===== src/rtl/pipe_stage_skid.sv =====
// pipe_stage_skid: inter-stage pipeline register with valid/ready handshake
// and a one-entry skid buffer, so in_ready can be registered without losing throughput.
// A flush kills every held entry. An empty or killed slot shows zero ctrl/rd as a NOP bubble.
// Optional macro PIPE_STAGE_PERF_EN adds saturating stall_cnt and kill_cnt counters.
module pipe_stage_skid #(
    parameter int unsigned DATA_W = 128,
    parameter int unsigned CTRL_W = 16,
    parameter int unsigned RD_W   = 5
`ifdef PIPE_STAGE_PERF_EN
    ,
    parameter int unsigned CNT_W  = 32
`endif
) (
    input  logic              clk,
    input  logic              rst,
    input  logic              flush,
    input  logic              in_valid,
    output logic              in_ready,
    input  logic [CTRL_W-1:0] in_ctrl,
    input  logic [RD_W-1:0]   in_rd,
    input  logic [DATA_W-1:0] in_data,
    output logic              out_valid,
    input  logic              out_ready,
    output logic [CTRL_W-1:0] out_ctrl,
    output logic [RD_W-1:0]   out_rd,
    output logic [DATA_W-1:0] out_data
`ifdef PIPE_STAGE_PERF_EN
    ,
    output logic [CNT_W-1:0]  stall_cnt,
    output logic [CNT_W-1:0]  kill_cnt
`endif
);

    typedef enum logic [1:0] {EMPTY, FULL, SKID} state_t;

    state_t            state_q, state_d;
    logic              rdy_q;
    logic [CTRL_W-1:0] main_ctrl, skid_ctrl;
    logic [RD_W-1:0]   main_rd,   skid_rd;
    logic [DATA_W-1:0] main_data, skid_data;

    logic accept, deliver;
    logic ld_main_in, ld_main_skid, ld_skid_in;

    assign accept    = in_valid & rdy_q & ~flush;
    assign out_valid = (state_q != EMPTY);
    assign deliver   = out_valid & out_ready;
    assign in_ready  = rdy_q;

    // Bubble gating uses only the registered valid, so no input reaches an output.
    assign out_ctrl = out_valid ? main_ctrl : '0;
    assign out_rd   = out_valid ? main_rd   : '0;
    assign out_data = main_data;

    // Next-state and register-load decisions. A flush overrides every handshake.
    always_comb begin
        state_d      = state_q;
        ld_main_in   = 1'b0;
        ld_main_skid = 1'b0;
        ld_skid_in   = 1'b0;
        if (flush) begin
            state_d = EMPTY;
        end else begin
            case (state_q)
                EMPTY: begin
                    if (accept) begin
                        state_d    = FULL;
                        ld_main_in = 1'b1;
                    end
                end
                FULL: begin
                    if (deliver && accept) begin
                        ld_main_in = 1'b1;
                    end else if (deliver) begin
                        state_d = EMPTY;
                    end else if (accept) begin
                        state_d    = SKID;
                        ld_skid_in = 1'b1;
                    end
                end
                SKID: begin
                    if (deliver) begin
                        state_d      = FULL;
                        ld_main_skid = 1'b1;
                    end
                end
                default: state_d = EMPTY;
            endcase
        end
    end

    // State, main/skid slots and registered in_ready.
    always_ff @(posedge clk) begin
        if (!rst) begin
            state_q   <= EMPTY;
            rdy_q     <= 1'b0;
            main_ctrl <= '0;
            main_rd   <= '0;
            main_data <= '0;
            skid_ctrl <= '0;
            skid_rd   <= '0;
            skid_data <= '0;
        end else begin
            state_q <= state_d;
            rdy_q   <= (state_d != SKID);
            if (ld_main_in) begin
                main_ctrl <= in_ctrl;
                main_rd   <= in_rd;
                main_data <= in_data;
            end else if (ld_main_skid) begin
                main_ctrl <= skid_ctrl;
                main_rd   <= skid_rd;
                main_data <= skid_data;
            end
            if (ld_skid_in) begin
                skid_ctrl <= in_ctrl;
                skid_rd   <= in_rd;
                skid_data <= in_data;
            end
        end
    end

`ifdef PIPE_STAGE_PERF_EN
    logic [CNT_W:0] kill_sum;
    logic [1:0]     held;

    // Number of live entries a flush in this cycle would discard.
    always_comb begin
        held = 2'd0;
        if (state_q == FULL) held = 2'd1;
        if (state_q == SKID) held = 2'd2;
        kill_sum = {1'b0, kill_cnt} + (CNT_W+1)'(held);
    end

    // Saturating stall and kill counters. Only reset clears them.
    always_ff @(posedge clk) begin
        if (!rst) begin
            stall_cnt <= '0;
            kill_cnt  <= '0;
        end else begin
            if (out_valid && !out_ready && (stall_cnt != '1))
                stall_cnt <= stall_cnt + CNT_W'(1);
            if (flush)
                kill_cnt <= kill_sum[CNT_W] ? '1 : kill_sum[CNT_W-1:0];
        end
    end
`endif

endmodule

===== config.mk =====
export PLATFORM = sky130hd
export DESIGN_NAME = pipe_stage_skid
export DESIGN_NICKNAME = d
export VERILOG_FILES = /design/src/rtl/pipe_stage_skid.sv
export SDC_FILE = /design/constraint.sdc
export NUM_CORES = 1
export LEC_CHECK = 0
export BUFFER_PORTS_ARGS = -buffer_cell sky130_fd_sc_hd__buf_2
export CAP_MARGIN = 40
export CELL_PAD_IN_SITES_DETAIL_PLACEMENT = 0
export CELL_PAD_IN_SITES_GLOBAL_PLACEMENT = 1
export CORE_MARGIN = 3
export CORE_UTILIZATION = 30
export DETAILED_ROUTE_END_ITERATION = 6
export HOLD_SLACK_MARGIN = 0.1
export PLACE_DENSITY = 0.67
export SKIP_CTS_REPAIR_TIMING = 1
export SLEW_MARGIN = 40
export SYNTH_ARGS = -nofsm -noshare
export SYNTH_HDL_FRONTEND = slang
export SYNTH_SLANG_ARGS = --single-unit

===== constraint.sdc =====
create_clock -name clk -period 2.8 [get_ports clk]
set_input_delay 0.42 -clock clk [delete_from_list [all_inputs] [get_ports clk]]
set_output_delay 0.42 -clock clk [all_outputs]
set_load 0.005 [all_outputs]

==> qor.log, run 1 <==
INFO  status         status=finished, final reports clean
INFO  yosys          ys_dominant_reg_cell=sky130_fd_sc_hd__dfxtp_1
INFO  sta            timing.clock.skew=0.008848ns
INFO  sta            min_period_over_period=78.19%
INFO  critical_path  critical_path.endpoint_type=primary output
INFO  yosys          syn_area=12970um2
INFO  yosys          post_synth_mux_area_share=0%
INFO  critical_path  timing.critical_path.required=2.38ns
INFO  finish         nets=1917
INFO  sta            finalSetupViolations=0
INFO  yosys          count_of_flip_flops_with_a_built_in_enable_after_synthesis=0
INFO  yosys          syn-instance-count=1569
INFO  yosys          main_combinational_cell_family_by_area_after_synthesis=compound AO/OA/AOI/OAI gates
INFO  critical_path  timing.critical_path.cells=nor2_1, buf_4, nor2b_1, buf_2
INFO  power          p_leak=5.842nW
INFO  yosys          distinct_cell_type_count_of_the_synthesized_netlist=27
INFO  cts            insertion_delay_of_the_later_clocked_pin_in_the_worst_skew_pair=0.52ns
INFO  drt            post_drt_via_cell_ratio=5.248
INFO  placed_design  dpl_cell_area=14890um2
INFO  sta            setup-tns-final=0ns
INFO  cts            cts_buffers=36
INFO  placed_design  io_buffer_count=304
INFO  critical_path  timing.critical_path.arrival=1.77ns
INFO  placed_design  dp_hpwl=24.87mm
INFO  power          swShare=24.00%
INFO  critical_path  crit_fanout=22
INFO  cts            clock_tree.htree_level_count=2
INFO  yosys          synth_most_common_cell=sky130_fd_sc_hd__dfxtp_1
INFO  die            core_region_area=42320um2
INFO  sta            maxSlewHeadroom=28.62%
INFO  yosys          net_count_synth=1723
INFO  global_routing via_count_of_the_first_global_routing_pass=11740
INFO  sta            setup_repair_after_global_routing_missed_its_margin=false
INFO  finish         post_route_cells_drive_above_1_share=22.32%
INFO  drt            detail_route.first_pass.iterations=5
INFO  yosys          netlist_top_cells_area=sky130_fd_sc_hd__dfxtp_1, sky130_fd_sc_hd__nand2_1, sky130_fd_sc_hd__o31ai_1, sky130_fd_sc_hd__a31oi_1, sky130_fd_sc_hd__a21boi_1
INFO  yosys          synth_async_sr_flop_share=0%
INFO  cts            cts_tree=done
INFO  drt            ant_nets=0
INFO  global_routing global_route.usage.total=18.14%
INFO  power          internal_power=0.007485W
INFO  placed_design  place.gp.congestion=0.7485
INFO  global_routing wire_length_of_the_first_global_routing_pass=68.37mm
INFO  yosys          yosysWarnings=0
INFO  global_routing pin_count_of_the_biggest_net_entering_global_routing=150
INFO  sta            maximum_clock_frequency=456.7MHz
INFO  die            die_height=214.0um
INFO  drt            wire_length_per_cell_after_detailed_routing=18.25um
INFO  sta            worst-slew-pin-transition=1.071ns
INFO  yosys          postSynthRegisterBits=301
INFO  global_routing grt_antenna_before_repair=10
INFO  cts            cts.sinks=301
INFO  drt            routed_wirelength=43.26mm
INFO  finish         final_core_utilization=37.94%
INFO  yosys          synth_compound_gate_area_share=30.36%
INFO  sta            final_hold_viol_count=0
INFO  die            core.rowCount=75
INFO  power          power.share.sequential=45.4%
INFO  cts            ctsLongestPathBuffers=3
INFO  die            io_pins=305
INFO  min_path       min-delay-path-class=input port to flop
INFO  critical_path  slowest_delay=0.51ns
INFO  critical_path  worst_path_max_delay_cell=sky130_fd_sc_hd__dfxtp_1
INFO  global_routing grt_remaining_overflow=0
INFO  cts            clkSlewWorstSetupHoldPaths=0.06ns
INFO  power          switchingPower=0.002364W
INFO  yosys          syn_area_per_cell=8.269um2
INFO  finish         finalInstanceArea=16060um2
INFO  die            die_width=214.0um
INFO  finish         number_of_fill_cells=4399
INFO  yosys          synth_adder_area_share=0%
INFO  power          clockPowerShare=46.6%
INFO  yosys          synth_simple_gate_area_share=16.23%
INFO  drt            drt-initial-drc-count=793
INFO  yosys          synth_top_cell_area_share=46.45%
INFO  yosys          ys_top_cells_by_count=sky130_fd_sc_hd__dfxtp_1, sky130_fd_sc_hd__nand2_1, sky130_fd_sc_hd__o21ai_0
INFO  yosys          synth.largest_area_cell=sky130_fd_sc_hd__dfxtp_1
INFO  power          p_comb_share=8.0%
INFO  die            die-area=45780um2
INFO  job            maxCapViolCount=0
INFO  sta            minimum_clock_period_after_layout=2.189ns
INFO  sta            finalMaxSlewViolations=0
INFO  cts            cts.root.buffer_cell=sky130_fd_sc_hd__clkbuf_16
INFO  finish         layout-area-overhead-vs-synth=23.75%
INFO  drt            drc=0
INFO  yosys          synth-seq-area-share=46.45%
INFO  critical_path  cp-start-kind=flop
INFO  critical_path  critical_path_class=flop to primary output
INFO  power          worst_ir_drop_vdd=0.2748mV
INFO  yosys          synth_xor_xnor_area_share=0.06751%
INFO  drt            detailroute.via_count=12440
INFO  power          power.density=613.4nW/um2
INFO  die            initial_core_util=30.65%
==> flip-flops by register name, summed over array words and instances, names as in the netlist <==
| signal | count |
|---|---|
| state_q | 2 |
| out_data | 128 |
| skid_data | 128 |
| skid_ctrl | 16 |
| in_ready | 1 |
| main_ctrl | 16 |
| skid_rd | 5 |
| main_rd | 5 |
==> path summary, 6_finish.rpt <==
path / startpoint / to / slack, ns / cells past startpoint
setup reg to reg: state_q[1] / skid_ctrl[6] / 0.71 / 4
setup / recovery: state_q[1] / out_ctrl[7] / 0.61 / 4
hold reg to reg: out_data[88] / out_data[88] / 0.46 / 2
hold / removal: in_data[70] / skid_data[70] / 0.15 / 3
==> layout make-up <==
class | count | area, um2 | share of cell area (%)
Tap cell | 577 | 721.9 | 4.497
Clock buffer | 57 | 1091 | 6.796
Sequential cell | 301 | 6026 | 37.53
Antenna cell | 6 | 15.01 | 0.09352
Timing Repair Buffer | 340 | 2026 | 12.62
Multi-Input combinational cell | 1081 | 6110 | 38.05
Clock inverter | 6 | 55.05 | 0.3429
Inverter | 3 | 11.26 | 0.07014
==> kinds of logic (layout without fill, tap and decap cells) <==
logic type	count (synthesis)	after routing
buf+inv	187	406
flops	301	301
other cells	0	6
simple gates	481	481
xor+xnor	1	1
compound gates	599	599
==> power groups by stage <==
| stage | combinational [W] | clock, W | sequential, W |
|---|---|---|---|
| 2_1_floorplan | 0.000396 | 0 | 0.00456 |
| 3_3_place_gp | 0.000789 | 0 | 0.00456 |
| 3_5_place_dp | 0.000793 | 0 | 0.00456 |
| 4_1_cts | 0.000794 | 0.00476 | 0.00447 |
| 5_1_grt | 0.000866 | 0.00491 | 0.00448 |
| 6_report | 0.000784 | 0.00459 | 0.00447 |
==> worst max-delay path: cells and delay by family (launching register included) <==
family	cells	cell delay, ns
flops	1	0.51
simple gates	2	0.34
buf+inv	2	0.39
==> routing by layer <==
metal  vias up  share of wire, %  track usage (%)
met5         -              0.16                0
met4         8               2.5            6.452
met3        64               5.0            3.532
met2       304                47            29.61
met1      6015                45            23.98
li1       6053                 -                -
==> cell usage in the layout (no fill, tap or decap), drive strengths merged, types with 2 or more instances in the layout <==
master / n
a21boi: 149
a31oi: 149
and4bb: 2
buf: 339
clkbuf: 58
clkinv: 5
dfxtp: 301
diode: 6
inv: 3
nand2: 300
nand2b: 2
nand3: 149
nand4bb: 2
nor2b: 22
o21ai: 150
o31ai: 149
==> through the flow <==
step	total power (W)	hold slack [ns]	setup WS (ns)	cells
floorplan	0.004956	0.4430	1.332	1569
global placement	0.005351	0.4505	0.7099	2302
detailed placement	0.005357	0.4562	0.6939	2302
CTS	0.01002	0.1113	0.5657	2365
global route	0.01026	0.1352	0.5006	2369
finish	0.009849	0.1511	0.6106	2371
(Power assumes the default switching activity.)
==> run 2: changes to the inputs <==
--- a/config.mk
+++ b/config.mk
@@ -13,7 +13,7 @@
 export CORE_UTILIZATION = 30
 export DETAILED_ROUTE_END_ITERATION = 6
 export HOLD_SLACK_MARGIN = 0.1
-export PLACE_DENSITY = 0.67
+export PLACE_DENSITY = 0.7
 export SKIP_CTS_REPAIR_TIMING = 1
 export SLEW_MARGIN = 40
 export SYNTH_ARGS = -nofsm -noshare
==> constraint.sdc (replaced) <==
create_clock -name clk -period 1.9 [get_ports clk]
set_input_delay 0.285 -clock clk [delete_from_list [all_inputs] [get_ports clk]]
set_output_delay 0.285 -clock clk [all_outputs]
set_load 0.005 [all_outputs]
==> qor.log, run 2 (synthesis gave the netlist of run 1 again) <==
INFO  critical_path  cp-start-kind=flop [unchanged]
INFO  power          worst_ir_drop_vdd=0.5664mV [was 0.2748 mV]
INFO  finish         layout-area-overhead-vs-synth=38.42% [was 23.75%]
INFO  drt            detail_route.first_pass.iterations=5 [unchanged]
INFO  sta            fin_hold_ws=0.1142ns [was 0.1511 ns]
INFO  die            initial_core_util=30.65% [unchanged]
INFO  critical_path  slowest_delay=0.34ns [was 0.51 ns]
INFO  placed_design  place.gp.congestion=0.7362 [was 0.7485]
INFO  finish         mostFrequentLayoutCell=sky130_fd_sc_hd__buf_2 [unchanged]
INFO  sta            maxSlewHeadroom=70.90% [was 28.62%]
INFO  cts            clock_tree.htree_level_count=2 [unchanged]
INFO  critical_path  timing.critical_path.arrival=1.55ns [was 1.77 ns]
INFO  die            die_width=214.0um [unchanged]
INFO  sta            setup-tns-final=0ns [unchanged]
INFO  finish         most-common-layout-cells=sky130_fd_sc_hd__buf_2, sky130_fd_sc_hd__nand2_1, sky130_fd_sc_hd__dfxtp_1 [was sky130_fd_sc_hd__buf_2, sky130_fd_sc_hd__dfxtp_1, sky130_fd_sc_hd__nand2_1]
INFO  drt            wire_length_per_cell_after_detailed_routing=17.67um [was 18.25 um]
INFO  critical_path  worst_path_max_delay_cell=sky130_fd_sc_hd__dfxtp_2 [was sky130_fd_sc_hd__dfxtp_1]
INFO  drt            detailroute.via_count=13100 [was 12440]
INFO  drt            post_drt_via_cell_ratio=5.159 [was 5.248]
INFO  critical_path  critPathBufInv=3 [was 2]
INFO  sta            finalMaxSlewViolations=0 [unchanged]
INFO  status         status=finished, final reports clean [unchanged]
INFO  sta            min_period_over_period=96.44%
INFO  critical_path  critical_path.endpoint_type=primary output [unchanged]
INFO  cts            cts_buffers=37 [was 36]
INFO  die            die_height=214.0um [unchanged]
INFO  critical_path  timing.critical_path.required=1.62ns [was 2.38 ns]
INFO  critical_path  critical_path_class=flop to primary output [unchanged]
INFO  critical_path  crit_fanout=11 [was 22]
INFO  sta            worst-slew-pin-transition=0.4365ns [was 1.071 ns]
INFO  drt            routed_wirelength=44.87mm [was 43.26 mm]
INFO  sta            finalSetupViolations=0 [unchanged]
INFO  global_routing pin_count_of_the_biggest_net_entering_global_routing=80 [was 150]
INFO  die            core_region_area=42320um2 [unchanged]
INFO  finish         nets=2086 [was 1917]
INFO  sta            maximum_clock_frequency=545.8MHz
INFO  sta            setup_repair_after_global_routing_missed_its_margin=true [was false]
INFO  cts            clkSlewWorstSetupHoldPaths=0.06ns [about the same]
INFO  critical_path  cp_top_family=buffers and inverters [was flip-flops]
INFO  drt            drt-initial-drc-count=1092 [was 793]
INFO  sta            minimum_clock_period_after_layout=1.832ns
INFO  cts            ctsLongestPathBuffers=3 [unchanged]
INFO  global_routing grt_antenna_before_repair=1 [was 10]
INFO  power          power.density=840.3nW/um2 [was 613.4 nW/um2]
INFO  cts            cts_tree=done [unchanged]
INFO  drt            drc=0 [unchanged]
INFO  cts            cts.sinks=301 [unchanged]
INFO  global_routing via_count_of_the_first_global_routing_pass=12020 [was 11740]
INFO  die            core.rowCount=75 [unchanged]
INFO  global_routing grt_remaining_overflow=0 [unchanged]
INFO  cts            cts.root.buffer_cell=sky130_fd_sc_hd__clkbuf_16 [unchanged]
INFO  critical_path  timing.critical_path.cells=buf_6, nor2_4, buf_12, nor2b_1, buf_2 [was nor2_1, buf_4, nor2b_1, buf_2]
INFO  job            maxCapViolCount=0 [unchanged]
INFO  sta            timing.clock.skew=0.02159ns [was 0.008848 ns]
INFO  min_path       min-delay-path-class=input port to flop [unchanged]
INFO  power          p_leak=6.659nW [was 5.842 nW]
INFO  die            io_pins=305 [unchanged]
INFO  sta            final_hold_viol_count=0 [unchanged]
INFO  die            die-area=45780um2 [unchanged]
INFO  drt            ant_nets=0 [unchanged]
INFO  global_routing wire_length_of_the_first_global_routing_pass=69.13mm [was 68.37 mm]
INFO  cts            insertion_delay_of_the_later_clocked_pin_in_the_worst_skew_pair=0.55ns [was 0.52 ns]
INFO  placed_design  io_buffer_count=304 [unchanged]
INFO  finish         post_route_cells_drive_above_1_share=21.93% [was 22.32%]
INFO  global_routing global_route.usage.total=18.23% [was 18.14%]
INFO  placed_design  dp_hpwl=26.65mm [was 24.87 mm]
## run 2: changes by cell type in the layout (fill, tap and decap cells not counted), sizes merged
cell | previous run | this run
bufinv | 1 | 0
buf | 339 | 357
inv | 3 | 4
diode | 6 | 1
dlygate4sd3 | 0 | 150
clkbuf | 58 | 63
## run 2: stage by stage
step	power, W	cells	area (um2)	utilization (%)	setup WS (ns)
floorplan	0.007304	1569	12970	-	0.5364
global placement	0.007929	2319	15180	35.88	0.2753
detailed placement	0.007942	2319	15180	35.88	0.2177
CTS	0.01505	2387	16400	38.76	-0.1516
global route	0.01572	2539	17960	42.43	0.002186
finish	0.01509	2539	17960	42.43	0.06769
## run 2: routing by layer
layer / routed length (um) / part of all wire (%) / vias to the layer above / track usage (%)
met2: 21200 / 47 / 383 / 29.79
met1: 20180 / 45 / 6279 / 24.23
met4: 965 / 2.2 / 0 / 5.492
li1: - / - / 6384 / -
met3: 2530 / 5.6 / 53 / 3.887
met5: 0 / 0 / - / 0
## run 2: worst paths after layout
check,start,end,slack [ns],depth (start not counted)
worst max-delay path,state_q[1],out_rd[4],0.07,5
worst min-delay path,out_ready,in_ready,0.11,3
worst max register to register,state_q[0],out_data[106],0.25,4
worst min register to register,skid_data[37],out_data[37],0.45,2
## run 2: cell type report
| type | count | area, um2 |
|---|---|---|
| Sequential cell | 301 | 6028 |
| Tap cell | 577 | 721.9 |
| Fill cell | 4236 | 24360 |
| Multi-Input combinational cell | 1081 | 6130 |
| Timing Repair Buffer | 508 | 3845 |
| Clock buffer | 62 | 1160 |
| Clock inverter | 6 | 60.06 |
| Antenna cell | 1 | 2.502 |
| Inverter | 3 | 11.26 |
## run 2: worst reg2reg max path, cell delays in order (launching register included)
cell and delay (ns):
sky130_fd_sc_hd__dfxtp_2 0.37, sky130_fd_sc_hd__and4bb_4 0.57, sky130_fd_sc_hd__buf_12 0.30, sky130_fd_sc_hd__nand2_1 0.15, sky130_fd_sc_hd__a31oi_1 0.17
## run 2: power breakdown
part           internal [W]  switching (W)  total (W)
clock               0.00417        0.00286    0.00704
sequential          0.00649       0.000102    0.00659
combinational      0.000724       0.000739    0.00146
==> run 3: changes to the inputs <==
--- a/config.mk
+++ b/config.mk
@@ -10,10 +10,10 @@
 export CELL_PAD_IN_SITES_DETAIL_PLACEMENT = 0
 export CELL_PAD_IN_SITES_GLOBAL_PLACEMENT = 1
 export CORE_MARGIN = 3
-export CORE_UTILIZATION = 30
+export CORE_UTILIZATION = 36
 export DETAILED_ROUTE_END_ITERATION = 6
 export HOLD_SLACK_MARGIN = 0.1
-export PLACE_DENSITY = 0.7
+export PLACE_DENSITY = 0.81
 export SKIP_CTS_REPAIR_TIMING = 1
 export SLEW_MARGIN = 40
 export SYNTH_ARGS = -nofsm -noshare
==> qor.log, run 3 (synthesis gave the netlist of run 1 again) <==
INFO  drt            post_drt_via_cell_ratio=5.409 [was 5.159]
INFO  drt            drc=0 [unchanged]
INFO  job            maxCapViolCount=0 [unchanged]
INFO  power          worst_ir_drop_vdd=0.6556mV [was 0.5664 mV]
INFO  sta            maxSlewHeadroom=63.63% [was 70.90%]
INFO  finish         mostFrequentLayoutCell=sky130_fd_sc_hd__buf_2 [unchanged]
INFO  power          swShare=23.98% [was 24.53%]
INFO  sta            setup_repair_after_global_routing_missed_its_margin=false [was true]
INFO  finish         post_route_cells_drive_above_1_share=21.10% [was 21.93%]
INFO  cts            clock_tree.htree_level_count=2 [unchanged]
INFO  sta            finalMaxSlewViolations=0 [unchanged]
INFO  critical_path  critical_path.endpoint_type=primary output [unchanged]
INFO  global_routing via_count_of_the_first_global_routing_pass=11850 [was 12020]
INFO  power          switchingPower=0.003461W [was 0.003702 W]
INFO  sta            fin_ws=0.07182ns [was 0.06769 ns]
INFO  cts            clkSlewWorstSetupHoldPaths=0.06ns [about the same]
INFO  die            core_region_area=35050um2 [was 42320 um2]
INFO  die            die_width=195.8um [was 214.0 um]
INFO  die            core.rowCount=68 [was 75]
INFO  critical_path  cp-start-kind=flop [unchanged]
INFO  drt            wire_length_per_cell_after_detailed_routing=17.37um [was 17.67 um]
INFO  placed_design  io_buffer_count=304 [unchanged]
INFO  placed_design  dp_hpwl=24.46mm [was 26.65 mm]
INFO  sta            minimum_clock_period_after_layout=1.828ns [was 1.832 ns]
INFO  cts            cts_buffers=35 [was 37]
INFO  die            die_height=195.8um [was 214.0 um]
INFO  sta            setup-tns-final=0ns [unchanged]
INFO  sta            final_hold_viol_count=0 [unchanged]
INFO  sta            min_period_over_period=96.22% [was 96.44%]
INFO  drt            detailroute.via_count=13010 [was 13100]
INFO  finish         most-common-layout-cells=sky130_fd_sc_hd__buf_2, sky130_fd_sc_hd__nand2_1, sky130_fd_sc_hd__dfxtp_1 [unchanged]
INFO  global_routing grt_remaining_overflow=0 [unchanged]
INFO  power          p_leak=6.544nW [was 6.659 nW]
INFO  placed_design  placedCellCount=2191 [was 2319]
INFO  placed_design  dpl_worst_slack=0.2033ns [was 0.2177 ns]
INFO  cts            ctsLongestPathBuffers=3 [unchanged]
INFO  power          power.share.sequential=45.6% [was 43.7%]
INFO  finish         fin_cells=2406 [was 2539]
INFO  critical_path  critical_path_class=flop to primary output [unchanged]
INFO  critical_path  crit_fanout=22 [was 11]
INFO  status         status=finished, final reports clean [unchanged]
INFO  cts            cts.root.buffer_cell=sky130_fd_sc_hd__clkbuf_16 [unchanged]
INFO  min_path       min-delay-path-class=input port to flop [unchanged]
INFO  global_routing global_route.usage.total=19.96% [was 18.23%]
INFO  die            io_pins=305 [unchanged]
INFO  power          clockPowerShare=44.4% [was 46.6%]
INFO  cts            cts_tree=done [unchanged]
INFO  global_routing wire_length_of_the_first_global_routing_pass=64.00mm [was 69.13 mm]
INFO  power          p_comb_share=10.0% [was 9.7%]
INFO  drt            detail_route.first_pass.iterations=5 [unchanged]
INFO  cts            cts.sinks=301 [unchanged]
INFO  finish         layout-area-overhead-vs-synth=35.40% [was 38.42%]
INFO  sta            timing.clock.skew=0.01171ns [was 0.02159 ns]
INFO  drt            ant_nets=0 [unchanged]
INFO  critical_path  timing.critical_path.arrival=1.54ns [was 1.55 ns]
INFO  sta            maximum_clock_frequency=547.0MHz [was 545.8 MHz]
INFO  placed_design  place.gp.congestion=0.7462 [was 0.7362]
INFO  sta            worst-slew-pin-transition=0.5456ns [was 0.4365 ns]
INFO  power          internal_power=0.01097W [was 0.01139 W]
INFO  power          power.density=821.5nW/um2 [was 840.3 nW/um2]
INFO  drt            drt-initial-drc-count=843 [was 1092]
INFO  finish         final_core_utilization=50.11% [was 42.43%]
INFO  global_routing pin_count_of_the_biggest_net_entering_global_routing=123 [was 80]
INFO  sta            fin_hold_ws=0.1015ns [was 0.1142 ns]
INFO  drt            routed_wirelength=41.79mm [was 44.87 mm]
INFO  sta            finalSetupViolations=0 [unchanged]
INFO  global_routing grt_antenna_before_repair=5 [was 1]
INFO  finish         nets=2076 [was 2086]
INFO  critical_path  timing.critical_path.required=1.62ns [about the same]
INFO  die            die-area=38350um2 [was 45780 um2]
INFO  cts            insertion_delay_of_the_later_clocked_pin_in_the_worst_skew_pair=0.51ns [was 0.55 ns]
INFO  die            initial_core_util=37.01% [was 30.65%]
[run 3: changes by cell type in the layout (fill, tap and decap cells not counted), moves of 2 or more]
cell	delta
sky130_fd_sc_hd__dfxtp_4	+2
sky130_fd_sc_hd__clkbuf_1	+2
sky130_fd_sc_hd__clkinv_2	+4
sky130_fd_sc_hd__clkbuf_8	-9
sky130_fd_sc_hd__nor2b_1	+4
sky130_fd_sc_hd__diode_2	+2
sky130_fd_sc_hd__clkbuf_16	-2
sky130_fd_sc_hd__inv_6	+2
sky130_fd_sc_hd__buf_6	-2
sky130_fd_sc_hd__dfxtp_2	-2
sky130_fd_sc_hd__clkinv_8	-2
sky130_fd_sc_hd__nor2b_2	-4
sky130_fd_sc_hd__buf_4	-4
[run 3: layout make-up]
class | count | area (um2)
clock inverters | 10 | 86.33
repair buffers | 500 | 3762
inverters | 3 | 11.26
fillers | 3282 | 17490
diodes | 3 | 7.507
well taps | 455 | 569.3
clock buffers | 53 | 993.5
multi-input cells | 1081 | 6103
flip-flops and latches | 301 | 6033
[run 3: power groups by stage]
stage | Sequential, W | Clock, W | Combinational (W)
floorplan | 0.00672 | 0 | 0.000584
global placement | 0.00672 | 0 | 0.00119
detailed placement | 0.00672 | 0 | 0.00120
CTS | 0.00659 | 0.00659 | 0.00120
global route | 0.00660 | 0.00684 | 0.00158
finish | 0.00659 | 0.00641 | 0.00144
[run 3: critical path: stages, from the launching register on]
cell,delay (ns)
sky130_fd_sc_hd__dfxtp_4,0.38
sky130_fd_sc_hd__nor2_1,0.10
sky130_fd_sc_hd__buf_4,0.29
sky130_fd_sc_hd__nor2b_1,0.10
sky130_fd_sc_hd__buf_2,0.16
[run 3: metal layers]
metal / share of wire, % / GRT usage, %
met4: 2.3 / 5.572
met1: 44 / 26.54
met2: 47 / 32.57
met3: 6.4 / 4.688
met5: 0.053 / 0
[run 3: per-stage QoR]
stage	power [W]	cell area [um2]
2_1_floorplan	0.007304	12970
3_3_place_gp	0.007906	14980
3_5_place_dp	0.007921	14980
4_1_cts	0.01438	16060
5_1_grt	0.01501	17570
6_report	0.01443	17570
[run 3: worst paths after layout]
kind / from / to / slack (ns) / depth (start not counted)
min reg2reg: skid_data[68] / out_data[68] / 0.46 / 2
min: flush / state_q[0] / 0.10 / 3
max reg2reg: state_q[1] / skid_data[20] / 0.18 / 5
max: state_q[1] / out_ctrl[0] / 0.07 / 4
